### config.mk
export PLATFORM = sky130hd
export DESIGN_NAME = flag_latch_ctrl
export DESIGN_NICKNAME = d
export VERILOG_FILES = /design/src/rtl/flag_latch_ctrl.sv
export SDC_FILE = /design/constraint.sdc
export NUM_CORES = 1
export LEC_CHECK = 0
export BUFFER_PORTS_ARGS = -buffer_cell sky130_fd_sc_hd__buf_2
export CAP_MARGIN = 10
export CORE_ASPECT_RATIO = 2
export CORE_MARGIN = 2
export CORE_UTILIZATION = 52
export CTS_CLUSTER_DIAMETER = 30
export DETAILED_ROUTE_END_ITERATION = 10
export PLACE_DENSITY_LB_ADDON = 0.15
export SLEW_MARGIN = 30
export SYNTH_ARGS = -nofsm -noshare
export SYNTH_HDL_FRONTEND = slang
export SYNTH_SLANG_ARGS = --single-unit
### constraint.sdc
create_clock -name clk -period 2.1 [get_ports clk]
set_input_delay 0.105 -clock clk [delete_from_list [all_inputs] [get_ports clk]]
set_output_delay 0.105 -clock clk [all_outputs]
set_load 0.02 [all_outputs]
### src/rtl/flag_latch_ctrl.sv
// flag_latch_ctrl
// Sequencer and round-robin arbiter that shares one bank of level-sensitive
// SR flag latches among several requesters. Each serviced request runs a
// SETUP / PULSE / HOLD sequence so S and R are stable whenever the bank
// enable is high.
//
// Ports:
//   clk      - system clock, rising edge
//   reset_n  - asynchronous active-low reset
//   req      - per-requester request level
//   req_op   - per-requester operation (1 = set flag, 0 = clear flag)
//   req_idx  - per-requester flag index, requester k at [k*IW +: IW]
//   grant    - one-hot, one-cycle completion pulse
//   err      - pulses with grant when the serviced index is >= NFLAG
//   busy     - high whenever a sequence is in progress
//   lat_s    - S inputs of the latch bank
//   lat_r    - R inputs of the latch bank
//   lat_en   - common enable of the latch bank
module flag_latch_ctrl #(
  parameter int NREQ  = 4,
  parameter int NFLAG = 8,
  parameter int IW    = 3
) (
  input  logic               clk,
  input  logic               reset_n,
  input  logic [NREQ-1:0]    req,
  input  logic [NREQ-1:0]    req_op,
  input  logic [NREQ*IW-1:0] req_idx,
  output logic [NREQ-1:0]    grant,
  output logic               err,
  output logic               busy,
  output logic [NFLAG-1:0]   lat_s,
  output logic [NFLAG-1:0]   lat_r,
  output logic               lat_en
);

  localparam int WW = (NREQ > 1) ? $clog2(NREQ) : 1;

  typedef enum logic [1:0] {
    IDLE  = 2'd0,
    SETUP = 2'd1,
    PULSE = 2'd2,
    HOLD  = 2'd3
  } state_t;

  state_t          state_r;
  logic [WW-1:0]   rr_ptr_r;
  logic [WW-1:0]   winner_r;
  logic            oor_r;

  logic            found_s;
  logic [WW-1:0]   pick_s;
  logic [WW:0]     cand_s;
  logic            pick_op_s;
  logic [IW-1:0]   pick_idx_s;
  logic [NFLAG-1:0] pick_mask_s;

  // One-hot decode of a flag index; indices >= NFLAG decode to all zeros,
  // which is what keeps out-of-range requests from touching any latch.
  function automatic logic [NFLAG-1:0] flag_decode(input logic [IW-1:0] idx);
    logic [NFLAG-1:0] m;
    m = {NFLAG{1'b0}};
    for (int i = 0; i < NFLAG; i++) begin
      m[i] = (idx == IW'(i));
    end
    return m;
  endfunction

  // Round-robin successor of a requester number.
  function automatic logic [WW-1:0] next_ptr(input logic [WW-1:0] p);
    logic [WW-1:0] n;
    if (p == WW'(NREQ - 1)) begin
      n = {WW{1'b0}};
    end else begin
      n = p + {{(WW-1){1'b0}}, 1'b1};
    end
    return n;
  endfunction

  // Round-robin winner search starting at rr_ptr_r, wrapping upward.
  always_comb begin
    found_s = 1'b0;
    pick_s  = rr_ptr_r;
    cand_s  = {(WW+1){1'b0}};
    for (int i = 0; i < NREQ; i++) begin
      cand_s = {1'b0, rr_ptr_r} + (WW+1)'(i);
      if (cand_s >= (WW+1)'(NREQ)) begin
        cand_s = cand_s - (WW+1)'(NREQ);
      end else begin
        cand_s = cand_s;
      end
      if (!found_s && req[cand_s[WW-1:0]]) begin
        found_s = 1'b1;
        pick_s  = cand_s[WW-1:0];
      end else begin
        found_s = found_s;
      end
    end
  end

  // Operation, index and S/R mask of the current round-robin winner.
  always_comb begin
    pick_op_s   = req_op[pick_s];
    pick_idx_s  = req_idx[pick_s*IW +: IW];
    pick_mask_s = flag_decode(pick_idx_s);
  end

  // Sequencer FSM; every output is a register written here.
  always_ff @(posedge clk or negedge reset_n) begin
    if (!reset_n) begin
      state_r  <= IDLE;
      rr_ptr_r <= {WW{1'b0}};
      winner_r <= {WW{1'b0}};
      oor_r    <= 1'b0;
      grant    <= {NREQ{1'b0}};
      err      <= 1'b0;
      busy     <= 1'b0;
      lat_s    <= {NFLAG{1'b0}};
      lat_r    <= {NFLAG{1'b0}};
      lat_en   <= 1'b0;
    end else begin
      case (state_r)
        IDLE: begin
          grant  <= {NREQ{1'b0}};
          err    <= 1'b0;
          lat_en <= 1'b0;
          if (found_s) begin
            // S/R are driven here, one full cycle before lat_en rises.
            winner_r <= pick_s;
            oor_r    <= (pick_idx_s > IW'(NFLAG - 1));
            lat_s    <= pick_op_s ? pick_mask_s : {NFLAG{1'b0}};
            lat_r    <= pick_op_s ? {NFLAG{1'b0}} : pick_mask_s;
            busy     <= 1'b1;
            state_r  <= SETUP;
          end else begin
            lat_s    <= {NFLAG{1'b0}};
            lat_r    <= {NFLAG{1'b0}};
            busy     <= 1'b0;
            state_r  <= IDLE;
          end
        end
        SETUP: begin
          lat_en  <= 1'b1;
          state_r <= PULSE;
        end
        PULSE: begin
          // lat_en falls while S/R stay put; completion is reported now.
          lat_en   <= 1'b0;
          grant    <= {{(NREQ-1){1'b0}}, 1'b1} << winner_r;
          err      <= oor_r;
          rr_ptr_r <= next_ptr(winner_r);
          state_r  <= HOLD;
        end
        HOLD: begin
          grant   <= {NREQ{1'b0}};
          err     <= 1'b0;
          busy    <= 1'b0;
          lat_s   <= {NFLAG{1'b0}};
          lat_r   <= {NFLAG{1'b0}};
          lat_en  <= 1'b0;
          state_r <= IDLE;
        end
        default: begin
          grant   <= {NREQ{1'b0}};
          err     <= 1'b0;
          busy    <= 1'b0;
          lat_s   <= {NFLAG{1'b0}};
          lat_r   <= {NFLAG{1'b0}};
          lat_en  <= 1'b0;
          state_r <= IDLE;
        end
      endcase
    end
  end

endmodule

==> results of run 1 <==
[logic make-up (layout without fill, tap and decap cells)]
kind of cell / count (synthesis) / count (layout) / synth area share
mux: 9 / 9 / 0.0631
fa+ha+maj: 10 / 10 / 0.0751
compound gates: 45 / 45 / 0.236
simple gates: 51 / 51 / 0.148
buf+inv: 11 / 69 / 0.0271
flops: 30 / 30 / 0.451
[registers in the layout (all words and copies together), names as in the netlist]
register / count
busy: 1
winner_r: 2
rr_ptr_r: 2
state_r: 2
lat_r: 8
lat_en: 1
lat_s: 8
grant: 4
err: 1
oor_r: 1
[layout by cell type (no fill, tap or decap), drive strengths merged, types with 2 or more instances in the layout]
master   instances
nor2b            3
nand2           33
o21ai           12
mux2i            6
buf             53
o211ai           4
nand3            2
o41ai            4
nor2             4
o31ai           12
o2111ai          3
a211oi           2
and2             2
inv              7
dfrtp           30
mux2             3
ha              10
clkbuf           7
[what timing repair did]
item	CTS	global route
hold endpoints to repair	30	0
hold buffers	1	0
buffers inserted	1	3
gates resized for setup	6	8
pin swaps	5	9
setup endpoints to repair	15	16
[worst reg2reg max path: stages, from the launching register on]
cell and delay (ns):
dfrtp_1 0.42, nor2b_1 0.16, a2bb2oi_2 0.17, o211ai_4 0.33, buf_4 0.20, and4b_1 0.23
o211ai_1 0.11, buf_4 0.17, o31ai_1 0.26
[final cells by class]
type	count	area share
Clock buffer	7	0.0403
Clock inverter	1	0.00234
Sequential cell	30	0.351
Multi-Input combinational cell	115	0.437
Tap cell	31	0.0181
Timing Repair Buffer	54	0.139
Inverter	7	0.0123
[layer usage]
metal | vias to the layer above | routed length, um | track usage
met5 | - | 0 | 0
met4 | 0 | 87 | 0.113
met3 | 8 | 158 | 0.0368
met2 | 43 | 2100 | 0.397
met1 | 673 | 1460 | 0.257
li1 | 683 | - | -
[final timing paths]
path,from,endpoint,slack (ns),cells after the start
max in group asynchronous,reset_n,rr_ptr_r[1],1.26,2
min in group asynchronous,reset_n,state_r[0],0.38,2
min reg2reg,grant[0],grant[0],0.48,2
min,req[0],state_r[0],0.27,3
max,rr_ptr_r[0],lat_s[3],-0.05,8
max reg2reg,rr_ptr_r[0],lat_s[3],-0.05,8
[where the power goes]
| group | leakage, nW | switching (mW) | internal [mW] | total (mW) |
|---|---|---|---|---|
| sequential | 0.398 | 0.146 | 0.806 | 0.952 |
| clock | 0.0482 | 0.211 | 0.264 | 0.475 |
| combinational | 0.624 | 1.12 | 0.707 | 1.83 |
| total | 1.07 | 1.48 | 1.78 | 3.26 |
==> impl_metrics.yaml, run 1 <==
status:
  status: "finished, violations left"
  failed_checks: "setup timing"
place:
  dp_hpwl_um: 2880
  dp_slack_ns: -0.0845
  dpl-instance-area_sq_mm: 0.00194
  placed_cells: 232
  numPortBuffers: 44
  place.gp.congestion: 0.841
finish:
  drive_above_1_share: 0.393
  fin_nets: 245
  multi_input_area_sq_um: 935
  fin_area_sq_mm: 0.00214
  final_util: 0.686
  syn2layout_area_growth_pct: 28.5
  antennaDiodeCount: 0
  register_area_sq_um: 752
  fillers: 240
  stdcell_count: 245
synthesis:
  ys_warn_count: 0
  synth.largest_area_cell: "dfrtp_1"
  syn_area_per_cell_sq_um: 10.7
  synth.most_common_cell: "nand2_1"
  synthCells: 156
  synth_cell_type_count: 42
  ys_ff_latch: 30
  syn_nets: 188
  synthTopCellsByArea: "dfrtp_1 45%, ha_1 7.5%, nand2_1 7.2%, o31ai_1 5.4%, o41ai_2 3.9%"
  ys_async_sr_fraction: 1.00
  synth_commonest_cells: "32 x nand2_1, 30 x dfrtp_1, 12 x o31ai_1"
  yosysSeqAreaShare: 0.451
  synth_ff_type: "dfrtp_1"
  netlist_area_sq_mm: 0.00167
  synth_top_area_share: 0.451
  synth_edf_count: 0
worst_setup_path:
  critPathTopFamily: "compound AO/OA/AOI/OAI gates"
  max_stage_delay_ns: 0.42
  required_ns: 2.28
  worstPathArrival_ns: 2.32
  endpoint_kind: "flip-flop"
  critical_path_class: "reg2reg"
  cp-start-kind: "flip-flop"
  crit_path_cell_trace: "nor2b_1, a2bb2oi_2, o211ai_4, buf_4, and4b_1, o211ai_1, buf_4, o31ai_1"
  crit_fanout: 6
  cpMostUsedCell: "buf_4"
  critPathBufInv: 2
  slowest_stage: "dfrtp_1"
sta:
  setup-violations-final: 2
  worst_slack_ns: -0.0485
  hold_violations: 0
  fin_crit_ns: 2.15
  skew_ns: 0.00326
  worst_slew_pin_slew_ns: 0.652
  slew_violations: 0
  setup_tns_ns: -0.0543
  post-route-period-util: 1.02
  fmax_mhz: 465
  rsz0062_at_grt: "yes"
  max-slew-margin-rel: 0.566
  worst_hold_slack_ns: 0.273
global_routing:
  track_usage: 0.229
  grt_pass1_vias: 1424
  grt_max_degree: 31
  grt-ovfl-total: 0
  grt_pass1_wl_um: 6430
  antenna_found_initial: 0
clocking:
  clk_pin_slew_worst_paths_ns: 0.06
  h-tree-depth: 2
  cts.sinks: 30
  clkLatencyLatePin_ns: 0.28
  root_buffer: "clkbuf_8"
  tritoncts: "yes"
  cts-buffers-inserted: 5
  cts.path.max_buffers: 2
floorplanning:
  dieArea_sq_mm: 0.00370
  die_w_um: 44.0
  chipHeight_um: 84.0
  core_area_sq_mm: 0.00312
  start_util: 0.534
  num_rows: 29
  io_pins: 45
routing:
  routed_wl_um: 3800
  drc_errors: 0
  drtIter0Drc: 32
  postRouteAntennaNets: 0
  vias: 1407
  post_drt_wl_per_cell_um: 15.5
  viasPerCell: 5.74
  dr.pass1.iters: 4
worst_hold_path:
  hp-class: "in2reg"
power:
  p_leak_nw: 1.07
  power.total_mw: 3.26
  power_density_mw_per_mm2: 1520
  peakVddDrop_uv: 954
job:
  drv_cap: 0
Power figures use the tool's default switching activity.
==> run 2: changes to the inputs <==
--- a/config.mk
+++ b/config.mk
@@ -11,8 +11,10 @@
 export CORE_MARGIN = 2
 export CORE_UTILIZATION = 52
 export CTS_CLUSTER_DIAMETER = 30
+export CTS_CLUSTER_SIZE = 28
 export DETAILED_ROUTE_END_ITERATION = 10
 export PLACE_DENSITY_LB_ADDON = 0.15
+export SKIP_LAST_GASP = 1
 export SLEW_MARGIN = 30
 export SYNTH_ARGS = -nofsm -noshare
 export SYNTH_HDL_FRONTEND = slang
==> run 2 against run 1 <==
Effect of this change: the run still ends with setup timing left; design area is the same; global-route usage did not move; maximum frequency did not move.
==> impl_metrics.yaml, run 2 (synthesis results as in run 1) <==
routing:
  dr.pass1.iters: 4
  postRouteAntennaNets: 0
  drc_errors: 0
  post_drt_wl_per_cell_um: 15.5
  viasPerCell: 5.74
  drtIter0Drc: 27
  vias: 1407
  routed_wl_um: 3800
floorplanning:
  chipHeight_um: 84.0
  io_pins: 45
  dieArea_sq_mm: 0.00370
  num_rows: 29
  start_util: 0.534
  die_w_um: 44.0
  core_area_sq_mm: 0.00312
power:
  power.switching_mw: 1.48
  p_leak_nw: 1.07
  clkPwrFrac: 0.146
  p_int_mw: 1.78
  switching_share: 0.455
  peakVddDrop_uv: 954
  power.total_mw: 3.26
  p_seq_frac: 0.292
  power_density_mw_per_mm2: 1520
  p_comb_frac: 0.562
sta:
  rsz0062_at_grt: "yes"
  hold_violations: 0
  slew_violations: 0
  fin_crit_ns: 2.15
  fmax_mhz: 465
  skew_ns: 0.00326
  worst_slew_pin_slew_ns: 0.652
  setup-violations-final: 2
  post-route-period-util: 1.02
  worst_hold_slack_ns: 0.273
  max-slew-margin-rel: 0.566
  worst_slack_ns: -0.0485
worst_setup_path:
  critical_path_class: "reg2reg"
  worstPathArrival_ns: 2.32
  cp-start-kind: "flip-flop"
  crit_fanout: 6
  regToRegSetupSlack_ns: -0.05
  endpoint_kind: "flip-flop"
  required_ns: 2.28
place:
  place.gp.congestion: 0.841
  dp_hpwl_um: 2880
  numPortBuffers: 44
clocking:
  tritoncts: "yes"
  clkLatencyLatePin_ns: 0.28
  h-tree-depth: 2
  clk_pin_slew_worst_paths_ns: 0.06
  cts.path.max_buffers: 2
  cts-buffers-inserted: 5
  cts.sinks: 30
  root_buffer: "clkbuf_8"
job:
  drv_cap: 0
global_routing:
  grt-ovfl-total: 0
  grt_pass1_vias: 1420
  busiest_layer: "met2"
  track_usage: 0.229
  use_met3: 0.0368
  antenna_found_initial: 0
  use_met1: 0.257
  use_met2: 0.397
  grt_pass1_wl_um: 6430
  grt_max_degree: 31
finish:
  fin_nets: 245
  antennaDiodeCount: 0
  final_cell_mix: "44 x buf_2, 32 x nand2_1, 29 x dfrtp_1"
  syn2layout_area_growth_pct: 28.5
  final_common_cell: "buf_2"
  reg_top3: "lat_r: 8 flops, lat_s: 8 flops, grant: 4 flops"
  drive_above_1_share: 0.393
status:
  status: "finished, violations left"
  failed_checks: "setup timing"
worst_hold_path:
  hp-class: "in2reg"
==> run 2: cell counts in the layout (fill, tap and decap cells not counted) <==
No cell type changed its count.
==> run 2: stage by stage <==
step | util | std cells | setup TNS, ns | setup slack [ns] | area (sq um)
after global placement | 0.623 | 232 | 0 | 0.00212 | 1940
final | 0.686 | 245 | -0.0543 | -0.0485 | 2140
after CTS | 0.668 | 242 | -0.00636 | -0.00636 | 2090
after floorplan | - | 156 | 0 | 0.159 | 1670
after detailed placement | 0.623 | 232 | -0.483 | -0.0845 | 1940
after global routing | 0.686 | 245 | -0.795 | -0.0944 | 2140
==> run 2: final timing paths <==
| check | end | cells past startpoint | startpoint |
|---|---|---|---|
| max | lat_s[3] | 8 | rr_ptr_r[0] |
| min | state_r[0] | 3 | req[0] |
| max reg2reg | lat_s[3] | 8 | rr_ptr_r[0] |
| min reg2reg | grant[0] | 2 | grant[0] |
| max in group asynchronous | rr_ptr_r[1] | 2 | reset_n |
| min in group asynchronous | state_r[0] | 2 | reset_n |
==> run 2: worst max-delay path, cell delays in order, from the launching register on <==
cell and delay [ns]:
dfrtp_1 0.42, nor2b_1 0.16, a2bb2oi_2 0.17, o211ai_4 0.32, buf_4 0.20, and4b_1 0.23
o211ai_1 0.11, buf_4 0.17, o31ai_1 0.26
==> run 2: cell type report <==
type                    count  area, sq um
clock buffers               7         86.3
clock inverters             1         5.00
fillers                   240          980
inverters                   7         26.3
multi-input cells         115          935
flip-flops and latches     30          752
well taps                  31         38.8
repair buffers             54          298
==> run 2: power groups by stage <==
stage	sequential (mW)	clock, mW	combinational (mW)
2_1_floorplan	1.15	0	0.972
3_3_place_gp	0.947	0	1.63
3_5_place_dp	0.962	0	1.69
4_1_cts	0.950	0.481	1.76
5_1_grt	0.981	0.505	2.02
6_report	0.952	0.475	1.83
==> run 2: layer usage <==
| layer | up-vias | routed length (um) |
|---|---|---|
| met4 | 0 | 87 |
| met5 | - | 0 |
| li1 | 683 | - |
| met1 | 673 | 1460 |
| met3 | 8 | 158 |
| met2 | 43 | 2100 |
==> run 2: timing repair <==
item	in CTS	in global routing
resized for setup	6	8
pin swaps	5	9
hold buffers	1	0
setup buffers	1	3
setup endpoints to repair	15	16
hold endpoints to repair	30	0
